[src/rtl/pc_stack_if.sv]
// pc_stack_if: command and status bundle between a fetch sequencer and pc_stack_unit.
interface pc_stack_if #(parameter int AW = 8, parameter int DEPTH = 4);
  localparam int SW = $clog2(DEPTH + 1);
  logic          en;
  logic          inc;
  logic          jmp;
  logic          jmp_rel;
  logic [AW-1:0] jmp_add;
  logic          call;
  logic          ret;
  logic          err_clr;
  logic [AW-1:0] add;
  logic [SW-1:0] sp;
  logic          full;
  logic          empty;
  logic          ovf;
  logic          unf;
  modport master (output en, inc, jmp, jmp_rel, jmp_add, call, ret, err_clr,
                  input add, sp, full, empty, ovf, unf);
  modport slave  (input en, inc, jmp, jmp_rel, jmp_add, call, ret, err_clr,
                  output add, sp, full, empty, ovf, unf);
endinterface

[src/rtl/pc_stack_unit.sv]
// pc_stack_unit: program counter with return-address stack, stall and sticky stack-error flags.
module pc_stack_unit #(
  parameter int AW = 8,
  parameter int STEP = 4,
  parameter int DEPTH = 4,
  parameter int RESET_ADDR = 0
) (
  input logic clk,
  input logic rst,
  pc_stack_if.slave bus
);
  localparam int SW = $clog2(DEPTH + 1);
  localparam int IW = (DEPTH > 1) ? $clog2(DEPTH) : 1;
  logic [AW-1:0] stack [DEPTH];
  logic [AW-1:0] add_step, target, add_next;
  logic [SW-1:0] sp_dec, sp_next;
  logic do_ret, do_call, do_jmp, do_inc, pop_ok, push_ok, ovf_next, unf_next;
  assign bus.full  = bus.sp == SW'(DEPTH);
  assign bus.empty = bus.sp == '0;
  assign add_step  = bus.add + AW'(STEP);
  // same-width add is already sign-extended modulo 2**AW
  assign target    = bus.jmp_rel ? bus.add + bus.jmp_add : bus.jmp_add;
  assign sp_dec    = bus.sp - SW'(1);
  always_comb begin
    do_ret   = bus.en & bus.ret;
    do_call  = bus.en & ~bus.ret & bus.call;
    do_jmp   = bus.en & ~bus.ret & ~bus.call & bus.jmp;
    do_inc   = bus.en & ~bus.ret & ~bus.call & ~bus.jmp & bus.inc;
    pop_ok   = do_ret & ~bus.empty;
    push_ok  = do_call & ~bus.full;
    ovf_next = (do_call & bus.full) | (bus.ovf & ~bus.err_clr);
    unf_next = (do_ret & bus.empty) | (bus.unf & ~bus.err_clr);
    add_next = pop_ok ? stack[sp_dec[IW-1:0]] :
               (do_call | do_jmp) ? target :
               do_inc ? add_step : bus.add;
    sp_next  = pop_ok ? sp_dec : push_ok ? bus.sp + SW'(1) : bus.sp;
  end
  always_ff @(posedge clk or posedge rst)
    if (rst) begin
      bus.add <= AW'(RESET_ADDR);
      bus.sp  <= '0;
      bus.ovf <= 1'b0;
      bus.unf <= 1'b0;
    end else begin
      bus.add <= add_next;
      bus.sp  <= sp_next;
      bus.ovf <= ovf_next;
      bus.unf <= unf_next;
    end
  always_ff @(posedge clk)
    if (push_ok) stack[bus.sp[IW-1:0]] <= add_step;
endmodule

[src/flat_wrapper.sv]
// flat-port wrapper written by rule: the top's interface ports become plain ports
module pc_stack_unit_flat 
#(
  parameter int AW = 8,
  parameter int STEP = 4,
  parameter int DEPTH = 4,
  parameter int RESET_ADDR = 0
)
  (clk, rst, bus_en, bus_inc, bus_jmp, bus_jmp_rel, bus_jmp_add, bus_call, bus_ret, bus_err_clr, bus_add, bus_sp, bus_full, bus_empty, bus_ovf, bus_unf);
  pc_stack_if #(.AW(AW), .DEPTH(DEPTH)) bus_i ();
  input logic clk;
  input logic rst;
  input wire logic [$bits(bus_i.en)-1:0] bus_en;
  input wire logic [$bits(bus_i.inc)-1:0] bus_inc;
  input wire logic [$bits(bus_i.jmp)-1:0] bus_jmp;
  input wire logic [$bits(bus_i.jmp_rel)-1:0] bus_jmp_rel;
  input wire logic [$bits(bus_i.jmp_add)-1:0] bus_jmp_add;
  input wire logic [$bits(bus_i.call)-1:0] bus_call;
  input wire logic [$bits(bus_i.ret)-1:0] bus_ret;
  input wire logic [$bits(bus_i.err_clr)-1:0] bus_err_clr;
  output wire logic [$bits(bus_i.add)-1:0] bus_add;
  output wire logic [$bits(bus_i.sp)-1:0] bus_sp;
  output wire logic [$bits(bus_i.full)-1:0] bus_full;
  output wire logic [$bits(bus_i.empty)-1:0] bus_empty;
  output wire logic [$bits(bus_i.ovf)-1:0] bus_ovf;
  output wire logic [$bits(bus_i.unf)-1:0] bus_unf;
  assign bus_i.en = bus_en;
  assign bus_i.inc = bus_inc;
  assign bus_i.jmp = bus_jmp;
  assign bus_i.jmp_rel = bus_jmp_rel;
  assign bus_i.jmp_add = bus_jmp_add;
  assign bus_i.call = bus_call;
  assign bus_i.ret = bus_ret;
  assign bus_i.err_clr = bus_err_clr;
  assign bus_add = bus_i.add;
  assign bus_sp = bus_i.sp;
  assign bus_full = bus_i.full;
  assign bus_empty = bus_i.empty;
  assign bus_ovf = bus_i.ovf;
  assign bus_unf = bus_i.unf;
  pc_stack_unit #(.AW(AW), .STEP(STEP), .DEPTH(DEPTH), .RESET_ADDR(RESET_ADDR)) u_core (.clk(clk), .rst(rst), .bus(bus_i));
endmodule
[config.mk]
export PLATFORM = sky130hd
export DESIGN_NAME = pc_stack_unit_flat
export DESIGN_NICKNAME = d
export VERILOG_FILES = /design/src/rtl/pc_stack_if.sv /design/src/rtl/pc_stack_unit.sv /design/src/flat_wrapper.sv
export SDC_FILE = /design/constraint.sdc
export NUM_CORES = 1
export LEC_CHECK = 0
export CAP_MARGIN = 0
export CORE_MARGIN = 2
export CORE_UTILIZATION = 28
export CTS_CLUSTER_SIZE = 14
export DETAILED_ROUTE_END_ITERATION = 10
export GPL_TIMING_DRIVEN = 0
export HOLD_SLACK_MARGIN = 0.08
export SLEW_MARGIN = 20
export SYNTH_ARGS = -nofsm -noshare
export SYNTH_HDL_FRONTEND = slang
export SYNTH_SLANG_ARGS = --single-unit
[constraint.sdc]
create_clock -name clk -period 2.2 [get_ports clk]
set_clock_uncertainty 0.1 [all_clocks]
set_input_delay 0.55 -clock clk [delete_from_list [all_inputs] [get_ports clk]]
set_output_delay 0.55 -clock clk [all_outputs]
set_load 0.02 [all_outputs]
==> summary.md <==
| Metric | Value |
|---|---|
| Final worst-path cycle share | `0.972` |
| Number of max-cap violations | `0` |
| Reg area | `~1300 sq um` |
| GRT Overall Usage | `0.117` |
| WHS | `between 0.4 and 0.5 ns` |
| HP Start | `u_core.bus.unf` |
| CP startpoint | `u_core.bus.add[2]` |
| CTS Buffer Depth | `2` |
| EDFF count, synth | `32` |
| Final Max Tran Viols | `0` |
| Cts hold-fix bufs | `0` |
| Die X | `96.8 um` |
| Antenna Cells | `0` |
| Buffers and inverters on the worst path | `1` |
| CP Capture Type | `output pin` |
| Minimum clock period | `2.14 ns` |
| Core ar. | `8300 sq um` |
| Sequential area share after synthesis | `0.534` |
| Setup TNS | `0 ns` |
| RR Startpoint | `u_core.bus.sp[0]` |
| Clock sink total | `45` |
| Worst Path Required | `1.55 ns` |
| Pin count of the biggest net entering global routing | `14` |
| Root buffer cell | `clkbuf_8` |
| Global placer's final weighted congestion | `0.863` |
| DRC Markers | `0` |
| Vias in the first global route | `1,622` |
| RSZ-0062 raised after global routing | `no` |
| Unique masters post-synth | `46` |
| Syn_nets | `218` |
| Slew @ Worst Pin | `0.566 ns` |
| Slowest cell delay on critical path | `0.67 ns` |
| Reg2reg path depth | `9` |
| Final HPWL DP | `just under 4000 um` |
| CP arrival | `1.49 ns` |
| Static Leakage | `~1.1 nW` |
| First-pass GRT wire length | `8590 um` |
| Crit path max-delay cell type | `clkdlybuf4s50_1` |
| Hold Path Sink | `u_core.bus.unf` |
| Rel. slew slack | `0.622` |
| Peak VDD IR | `0.681 mV` |
| Number of fill cells in the layout | `814` |
| H-tree depth | `2` |
| CP max FO | `7` |
| Post-synthesis average cell area | `~13 sq um` |
| Worst Setup Start Kind | `flop` |
| ANT nets after route | `0` |
| Nets | `259` |
| Vias | `about 1,600` |
| Crit-path cells | `clkdlybuf4s50_1` |
| Synthesized cell area | `2410 sq um` |
| Fmax | `approximately 470 MHz` |
| CTS buffer count | `5` |
| Async set-reset flop share out of synthesis | `0.289` |
| Die area | `9360 sq um` |
| I/O pins | `32` |
| Crit-path leading delay family | `buffers and inverters` |
| Layout area overhead | `27.2%` |
| Layout cell share with drive strength beyond 1 | `0.232` |
| Post-route insts no fill | `333` |
| Area of the multi-input gates | `1120 sq um` |
| Post-DR vias/cell | `4.87` |
| DRT Pass-1 Iters | `4` |
| Endpoints failing setup | `0` |
| # rows | `33` |
| Worst hold path type | `flop to flop` |
| Synth warnings | `0` |
| Clock transition at path regs | `0.08 ns` |
| P per Cell Area | `1290 nW/um^2` |
| Ys flop type | `edfxtp_1` |
| DR WL/cell | `between 15 and 20 um` |
| Final worst slack | `around 0.061 ns` |
| Starting Density | `0.290` |
| Initial antenna violation count | `0` |
| Reg2Reg Setup Slack | `0.13 ns` |
| RR Endpoint | `u_core.bus.add[3]` |
| Critical path class | `flop to output pin` |
| Hold path depth | `2` |
| Clock tree from TritonCTS | `yes` |
| Placed Cells | `321` |
| Grt ovf | `0` |
| 1st-iter DRT viols | `134` |
| WL final | `5300 um` |
| Number of synthesized register bits | `45` |
| Skew-Pair Late Insertion Delay | `0.30 ns` |
| Synthesized instance count | `approximately 190` |
| Dpl ws | `-0.475 ns` |
| Fin. Hold Viols | `0` |
| IO buf count | `30` |
| Status | `completed` |
| Die height | `96.8 um` |
state kept, by name, indices dropped and copies added (netlist names):
| signal | flops |
|---|---|
| u_core.bus.add | 8 |
| u_core.bus.ovf | 1 |
| u_core.bus.sp | 3 |
| u_core.stack | 32 |
| u_core.bus.unf | 1 |
logic make-up (layout without fill, tap and decap cells):
logic type                 count (synthesis)  in the layout  share of synthesized area
DFF                                       45             45                      0.534
AOI/OAI and AO/OA                         43             43                      0.122
and+or+nand+nor                           43             43                      0.100
buffers and inverters                     19             61                     0.0389
adders and majority gates                 15             15                     0.0810
muxes                                     12             12                     0.0914
xor gates and xnor gates                   9              9                     0.0327
worst max path at each step:
stage                     cells after the start  slack, ns                 to
after floorplan                               9      0.007  u_core.bus.add[3]
after global placement                        9      -0.47  u_core.bus.add[6]
after detailed placement                      9      -0.48  u_core.bus.add[6]
after CTS                                     9       0.01  u_core.bus.add[3]
after global routing                          1      0.004         bus_add[2]
final                                         1       0.06         bus_add[2]
cell type report:
type / instances / share of cell area
plain buffers: 6 / 0.0200
clock buffers: 6 / 0.0237
clock inverters: 2 / 0.00327
inverters: 12 / 0.0147
multi-input cells: 122 / 0.366
flip-flops and latches: 45 / 0.421
well taps: 105 / 0.0429
repair buffers: 35 / 0.109
report_power, final:
group	internal [mW]	switching, mW
Clock	0.221	0.280
Combinational	1.04	0.998
Sequential	1.19	0.208
what timing repair did:
action | 4_1_cts | 5_1_grt
resized for setup | 22 | 10
pin swaps | 4 | 3
setup buffers | 1 | 4
setup endpoints to repair | 42 | 8
worst register-to-register path, delay by kind of cell (launching register included):
kind                     cells  cell delay, ns
AO/OA/AOI/OAI                4            0.73
flip-flops                   1            0.45
adder cells (fa/ha/maj)      2            0.31
AND/OR/NAND/NOR              1            0.22
buffers and inverters        2            0.21
placed cells by master, fill, tap and decap left out, types with 4 or more instances in the layout:
cell             instances
nand3_1                  9
ha_4                     4
clkbuf_8                 5
mux4_2                   8
edfxtp_1                32
o21ai_0                  9
a21oi_1                  6
o211ai_1                 4
dfrtp_1                 10
nand2_1                  7
inv_1                   11
mux2i_1                  4
clkdlybuf4s50_1         24
nor2_1                   9
ha_1                     9
buf_4                    7
xnor2_1                  6
Yosys cell counts (all sizes together), types with 2 or more instances:
cell / instances / area share
nand2b: 2 / 0.0062
a21oi: 7 / 0.015
and3: 2 / 0.0073
xnor2: 6 / 0.022
o21a: 3 / 0.0093
inv: 12 / 0.019
xor2: 3 / 0.011
buf: 4 / 0.016
o22ai: 2 / 0.0052
o31a: 2 / 0.0073
a22oi: 3 / 0.0093
o211ai: 4 / 0.012
edfxtp: 32 / 0.40
and2: 4 / 0.010
nor2: 9 / 0.014
mux2i: 4 / 0.017
mux4: 8 / 0.075
a21o: 2 / 0.0062
ha: 14 / 0.073
nand3: 9 / 0.019
nand2: 7 / 0.011
a211oi: 3 / 0.0093
or2: 2 / 0.0052
dfrtp: 13 / 0.13
clkbuf: 3 / 0.0047
o21ai: 11 / 0.023
metal layers:
layer	wire length, um	GRT usage	vias to the layer above
met1	2440	0.163	774
met3	382	0.0361	5
met2	2430	0.177	57
met4	42	0.0303	0
met5	0	0	-
li1	-	-	785
stage by stage:
stage          instance area [sq um]  power [mW]  utilization
2_1_floorplan                   2440        2.67            -
3_3_place_gp                    2870        3.28        0.346
3_5_place_dp                    2870        3.31        0.346
4_1_cts                         3010        3.91        0.362
5_1_grt                         3070        4.22        0.369
6_report                        3070        3.94        0.369
No activity file was read; power rests on OpenSTA's default activity.
